### config.mk
export PLATFORM = sky130hd
export DESIGN_NAME = lcd_panel_rx
export DESIGN_NICKNAME = d
export VERILOG_FILES = /design/src/rtl/lcd_panel_rx.sv
export SDC_FILE = /design/constraint.sdc
export NUM_CORES = 2
export LEC_CHECK = 0
export BUFFER_PORTS_ARGS = -buffer_cell sky130_fd_sc_hd__buf_4
export CAP_MARGIN = 20
export CORE_ASPECT_RATIO = 0.5
export CORE_MARGIN = 2
export CORE_UTILIZATION = 57
export DETAILED_ROUTE_END_ITERATION = 12
export HOLD_SLACK_MARGIN = 0.06
export PLACE_DENSITY_LB_ADDON = 0.2
export SLEW_MARGIN = 20
export SYNTH_ARGS = -nofsm -noshare
export SYNTH_HDL_FRONTEND = slang
export SYNTH_SLANG_ARGS = --single-unit
### constraint.sdc
create_clock -name clk -period 8.3 [get_ports clk]
set_clock_uncertainty 0.1 [all_clocks]
set_input_delay 0.415 -clock clk [delete_from_list [all_inputs] [get_ports clk]]
set_output_delay 0.415 -clock clk [all_outputs]
set_load 0.01 [all_outputs]
### src/rtl/lcd_panel_rx.sv
// lcd_panel_rx: panel-side receiver for the 8-bit KS0108-style LCD bus.
// Decodes write strobes into commands and data writes, mirrors the
// 8x64-byte display RAM and exposes it on a registered read port.
// Optional feature macro: LCD_RX_BUSY_EN (emulated panel busy window).
module lcd_panel_rx #(
  parameter logic [1:0] CS_MATCH = 2'b10,
  parameter int         BUSY_CYC = 1
) (
  input  logic        clk,
  input  logic        rst_n,
  input  logic        LCD_en,
  input  logic        LCD_di,
  input  logic        LCD_rw,
  input  logic        LCD_rst,
  input  logic [1:0]  LCD_cs,
  input  logic [7:0]  LCD_data,
  input  logic [8:0]  rd_addr,
  output logic [7:0]  rd_data,
  output logic        disp_on,
  output logic [5:0]  start_line,
  output logic [2:0]  page,
  output logic [5:0]  y_addr,
  output logic [15:0] wr_cnt,
  output logic        frame_done,
  output logic        cmd_err,
  output logic        busy
);

`ifdef LCD_RX_BUSY_EN
  localparam bit BUSY_ON = 1'b1;
`else
  localparam bit BUSY_ON = 1'b0;
`endif

  localparam int BW = (BUSY_CYC < 2) ? 1 : $clog2(BUSY_CYC + 1);

  logic          r_en_d;
  logic          r_di_q;
  logic [7:0]    r_data_q;
  logic [7:0]    r_mem [512];
  logic [7:0]    r_rd_data;
  logic          r_disp_on;
  logic [5:0]    r_start_line;
  logic [2:0]    r_page;
  logic [5:0]    r_y_addr;
  logic [15:0]   r_wr_cnt;
  logic          r_frame_done;
  logic          r_cmd_err;
  logic [BW-1:0] r_busy_cnt;

  logic          w_commit;
  logic          w_busy;
  logic          w_accept;
  logic          w_drop;
  logic          w_wr;
  logic          w_cmd;
  logic          w_is_disp;
  logic          w_is_y;
  logic          w_is_page;
  logic          w_is_start;
  logic          w_bad_cmd;
  logic [8:0]    w_wr_addr;

  // A commit is the falling edge of the strobe, seen with this half selected
  // and the panel out of reset; the latched di/data carry the payload.
  assign w_commit  = r_en_d & ~LCD_en & (LCD_cs == CS_MATCH) & LCD_rst;
  assign w_busy    = BUSY_ON & (r_busy_cnt != '0);
  assign w_accept  = w_commit & ~w_busy;
  assign w_drop    = w_commit & w_busy;
  assign w_wr      = w_accept & ~LCD_rw & r_di_q;
  assign w_cmd     = w_accept & ~LCD_rw & ~r_di_q;
  assign w_wr_addr = {r_page, r_y_addr};

  // Command opcode decode from the latched bus byte.
  always_comb begin
    w_is_disp  = (r_data_q[7:1] == 7'b0011111);
    w_is_y     = (r_data_q[7:6] == 2'b01);
    w_is_page  = (r_data_q[7:3] == 5'b10111);
    w_is_start = (r_data_q[7:6] == 2'b11);
    w_bad_cmd  = w_cmd & ~(w_is_disp | w_is_y | w_is_page | w_is_start);
  end

  // Bus sampling: delayed strobe always tracks, payload latched while en high.
  always_ff @(posedge clk or negedge rst_n) begin
    if (!rst_n) begin
      r_en_d   <= 1'b0;
      r_di_q   <= 1'b0;
      r_data_q <= 8'h00;
    end else begin
      r_en_d <= LCD_en;
      if (LCD_en) begin
        r_di_q   <= LCD_di;
        r_data_q <= LCD_data;
      end
    end
  end

  // Panel registers, write counter and one-cycle status pulses.
  always_ff @(posedge clk or negedge rst_n) begin
    if (!rst_n) begin
      r_disp_on    <= 1'b0;
      r_start_line <= 6'd0;
      r_page       <= 3'd0;
      r_y_addr     <= 6'd0;
      r_wr_cnt     <= 16'h0000;
      r_frame_done <= 1'b0;
      r_cmd_err    <= 1'b0;
    end else if (!LCD_rst) begin
      // Panel reset clears addressing/display state but keeps RAM and count.
      r_disp_on    <= 1'b0;
      r_start_line <= 6'd0;
      r_page       <= 3'd0;
      r_y_addr     <= 6'd0;
      r_frame_done <= 1'b0;
      r_cmd_err    <= 1'b0;
    end else begin
      r_frame_done <= w_wr & (w_wr_addr == 9'h1FF);
      r_cmd_err    <= w_bad_cmd | (w_accept & LCD_rw) | w_drop;
      if (w_cmd) begin
        if (w_is_disp)  r_disp_on    <= r_data_q[0];
        if (w_is_y)     r_y_addr     <= r_data_q[5:0];
        if (w_is_page)  r_page       <= r_data_q[2:0];
        if (w_is_start) r_start_line <= r_data_q[5:0];
      end
      if (w_wr) begin
        r_y_addr <= r_y_addr + 6'd1;
        if (r_wr_cnt != 16'hFFFF) r_wr_cnt <= r_wr_cnt + 16'd1;
      end
    end
  end

  // Busy window counter; stays at zero when the busy feature is compiled out.
  always_ff @(posedge clk or negedge rst_n) begin
    if (!rst_n) begin
      r_busy_cnt <= '0;
    end else if (BUSY_ON && w_accept) begin
      r_busy_cnt <= BW'(BUSY_CYC);
    end else if (r_busy_cnt != '0) begin
      r_busy_cnt <= r_busy_cnt - 1'b1;
    end
  end

  // Display RAM write port; contents are not reset.
  always_ff @(posedge clk) begin
    if (w_wr) r_mem[w_wr_addr] <= r_data_q;
  end

  // Registered read port, read-first against a same-cycle write.
  always_ff @(posedge clk or negedge rst_n) begin
    if (!rst_n) r_rd_data <= 8'h00;
    else        r_rd_data <= r_mem[rd_addr];
  end

  assign rd_data    = r_rd_data;
  assign disp_on    = r_disp_on;
  assign start_line = r_start_line;
  assign page       = r_page;
  assign y_addr     = r_y_addr;
  assign wr_cnt     = r_wr_cnt;
  assign frame_done = r_frame_done;
  assign cmd_err    = r_cmd_err;
  assign busy       = w_busy;

endmodule

==> metrics list <==
* Yosys warning total: 0
- Area share of the largest cell type after synthesis: 0.751
- Total routed wirelength: 425000 um
- The number of hold violations in the final report came to 0.
- CTS H-tree lvls: 5
- Arrival time reported for the critical path endpoint: 5260 ps
- Clock-pin slew on the worst setup and hold paths: 80 ps
- Arithmetic-cell share of the synthesized area counting full adders, half adders and majority gates: 0.000382
- From bottom edge to top edge, the die measures 383 um.
* Final critical path time including I/O delays and setup: 4470 ps
* Maximum Capacitance Violations: 0
- Power spread over the standard cell area amounts to 237 nW/um^2.
- After synthesis, the cell types taking the most area are sky130_fd_sc_hd__edfxtp_1 (75%), sky130_fd_sc_hd__mux4_2 (9.3%), sky130_fd_sc_hd__mux2i_1 (3.7%).
- Summed over all failing endpoints, the final setup total negative slack is 0 ps.
- Path category of the worst min-delay check: in -> reg
- DIE WIDTH: 762 um
- In this run, the number of DRC markers left after iteration 0 of detailed routing was 13100.
* RR Startpoint: y_addr[4]
- Post-DR wirelength/cell: 34.3 um
* Per-instance average area after synthesis: 19.9 um^2
* Pin count of the biggest net entering global routing: 212
- Total I/O pin count: 68
- Global routing finished with a remaining overflow of 0.
* Largest fanout on the critical path: 68
- Relative slew slack: 0.117
- Among all cell types in the netlist, the one instantiated most often is sky130_fd_sc_hd__edfxtp_1.
- Measured against the total synthesized area, the mux share comes to 0.145.
- Number of flip-flops and latches in the synthesized netlist: 4148
- TritonCTS sink count: 4148
- Critical Path Start Type: primary input
* Yosys cell types: 84
- Layout area overhead: 9.05%
* Instance count of the mapped netlist: 8226
* Fin crit share: 0.539
* Final Non-Filler Cells: 12400
* Via count normalized by instance count: 6.83
- For the pin with the worst max-slew slack, the measured transition is 1320 ps.
- Data on the critical path is required at its endpoint by 9080 ps.
- Dominant combinational cell family by area after synthesis: multiplexers
- The number of nets handed over by synthesis was 8256.
- No sink is reached through more buffers than the 4 on the longest clock path.
- Post-detailed-route count of antenna-violating nets: 0
* Start point of the critical path: rd_addr[1]
- Max-slew violation count: 0
- Number of enable flip-flop cells after synthesis: 4096
* Setup repair after global routing missed its margin: no
- The initialized floorplan defines 139 standard-cell rows.
* Synthesized-area fraction occupied by and/or/nand/nor cells: 0.0351
- Gates resized during post-CTS repair numbered 0.
* Leading area contributor after synthesis: sky130_fd_sc_hd__edfxtp_1
- Count of hold buffers inserted by post-cts repair: 19
- In the global route stage, overall resource usage came out at 0.287.
* Max Clock Freq: 0.223 GHz
- First drt pass iteration count: 6
* Source of the worst hold timing path: LCD_cs[1]
- For this run, design rule violations remaining after detail routing come to 0.
- The worst-case IR drop observed on VDD is 0.000175 V.
* Via count of the first global-routing pass: 81000
- In the synthesized netlist the async set-or-reset flop fraction comes to 0.0125.
* TritonCTS clock tree: done
* Inserted Clock Buffers: 354
* Detailed placement HPWL: 251000 um
- Die footprint: 292000 um^2
* Leading cell types by count after synthesis: sky130_fd_sc_hd__edfxtp_1 (4096), sky130_fd_sc_hd__mux4_2 (677), sky130_fd_sc_hd__nor2_1 (638)
- The number of placed instances, taps included, is 11700.
- Of the total synthesized cell area, the portion taken by XOR and XNOR cells is 0.000803.
- During placement, the flow inserted port buffers numbering 66.
* DR vias: 84400
- Cell chosen for the clock root: sky130_fd_sc_hd__clkbuf_16
- The congestion estimate from routability-driven global placement came to 0.909.
- Share of cells above drive strength 1: 0.169
* Portion of the post-synthesis area used by sequential elements: 0.759
- STA classifies the critical path endpoint as a flop.
- Count of final setup violators: 0
- The core region is 286000 um^2.
* Clk_lat worst skew: 910 ps
* Critical path class: in -> reg
- The first global-routing pass estimated 601000 um of wire.
- The number of setup buffers added after CTS is 0.
- The net count of the finished layout is 8308.
- Initial standard-cell utilization of the core: 0.572
- Mapped Area: 164000 um^2
- Prevailing post-synth register cell: sky130_fd_sc_hd__edfxtp_1
- The complex-gate fraction of the synthesized area is 0.0371.
- The run finished with clean final reports.
- Antenna violations before repair: 21
- Leakage power: 56.2 nW
-- layout make-up --
cell class,count,area [um^2]
tap,3807,4760
sequential,4148,124000
antenna,7,17.5
clock inverter,210,1890
fill,19500,108000
multi-input combinational,3542,35900
clock buffer,422,9330
timing repair buffer,219,2180
inverter,13,61.3
-- kinds of logic after synthesis --
logic type,after synthesis
buffers and inverters,536
other,1
multiplexers,1384
AO/OA/AOI/OAI,862
adder cells (fa/ha/maj),5
XOR/XNOR,15
flip-flops,4148
AND/OR/NAND/NOR,1275
-- power by group --
part | total [mW] | switching [mW] | leakage [nW] | internal, mW
combinational | 2.27 | 1.62 | 13.3 | 0.650
clock | 16.6 | 7.53 | 5.46 | 9.03
sequential | 23.5 | 0.0942 | 37.5 | 23.4
-- per-stage QoR --
step | setup slack (ps) | hold slack, ps | area (um^2) | util | power (mW)
6_report | 3830 | 148 | 178000 | 0.624 | 42.3
5_1_grt | 3970 | 159 | 178000 | 0.623 | 43.3
4_1_cts | 4030 | 97.7 | 178000 | 0.623 | 42.3
3_5_place_dp | 3060 | 379 | 167000 | 0.583 | 26.1
3_3_place_gp | 2750 | 377 | 167000 | 0.583 | 26.1
2_1_floorplan | 342 | 19.4 | 164000 | - | 25.5
-- worst paths after layout --
path | endpoint | slack (ps) | depth (start not counted)
setup / recovery | rd_data[5] | 3830 | 10
hold / removal | disp_on | 150 | 7
setup reg to reg | r_mem[216][6] | 4320 | 3
hold reg to reg | wr_cnt[8] | 390 | 1
max in group asynchronous | r_data_q[4] | 7080 | 4
min in group asynchronous | rd_data[5] | 440 | 3
-- cell usage in the layout, fill, tap and decap left out, types with 15 or more instances in the layout --
cell type                       Yosys  routed
sky130_fd_sc_hd__edfxtp_1        4096    4096
sky130_fd_sc_hd__mux4_2           677     677
sky130_fd_sc_hd__nor2_1           638     635
sky130_fd_sc_hd__mux2i_1          612     612
sky130_fd_sc_hd__clkbuf_16          0     363
sky130_fd_sc_hd__nand2_1          235     223
sky130_fd_sc_hd__o221ai_1         208     208
sky130_fd_sc_hd__o22ai_1          181     181
sky130_fd_sc_hd__buf_4             39     161
sky130_fd_sc_hd__a21oi_1          118     118
sky130_fd_sc_hd__nor3_1           105     104
sky130_fd_sc_hd__o21ai_0           96      96
sky130_fd_sc_hd__mux4_1            84      84
sky130_fd_sc_hd__clkinv_1           0      81
sky130_fd_sc_hd__a211oi_1          74      73
sky130_fd_sc_hd__clkinv_2           0      61
sky130_fd_sc_hd__clkbuf_1         229      57
sky130_fd_sc_hd__nand3_1           56      52
sky130_fd_sc_hd__nand4_1           48      48
sky130_fd_sc_hd__nor4_1            44      44
sky130_fd_sc_hd__dfrtp_1           52      44
sky130_fd_sc_hd__a22oi_1           38      38
sky130_fd_sc_hd__buf_12            22      34
sky130_fd_sc_hd__bufinv_16          0      32
sky130_fd_sc_hd__and3_1            24      24
sky130_fd_sc_hd__a2111oi_0         22      20
sky130_fd_sc_hd__or4_1             20      20
sky130_fd_sc_hd__clkinvlp_4         0      18
sky130_fd_sc_hd__dlygate4sd3_1      0      18
sky130_fd_sc_hd__o31ai_1           16      16
sky130_fd_sc_hd__a31oi_1           16      16
sky130_fd_sc_hd__nor2b_1           18      15
-- critical path, stage by stage --
cell and delay [ps]:
sky130_fd_sc_hd__buf_8 370, sky130_fd_sc_hd__buf_4 480, sky130_fd_sc_hd__nand2_4 370, sky130_fd_sc_hd__buf_4 520, sky130_fd_sc_hd__o221ai_1 500, sky130_fd_sc_hd__nor3_1 100, sky130_fd_sc_hd__a2111oi_1 840, sky130_fd_sc_hd__o211ai_1 510
sky130_fd_sc_hd__nand4_1 690, sky130_fd_sc_hd__and3_1 280
-- registers in the layout (all words and copies together) (netlist names), 3 cells and up --
signal,count
wr_cnt,16
y_addr,6
r_mem,4096
page,3
r_data_q,8
start_line,6
rd_data,8
-- per-layer routing --
| layer | global-route usage | vias to the layer above | share of wire |
|---|---|---|---|
| met5 | 0 | - | 0.00031 |
| met4 | 0.0839 | 20 | 0.032 |
| met3 | 0.0688 | 781 | 0.11 |
| met2 | 0.431 | 5100 | 0.46 |
| met1 | 0.428 | 44300 | 0.40 |
| li1 | - | 34200 | - |
No activity file was read; power rests on OpenSTA's default activity.
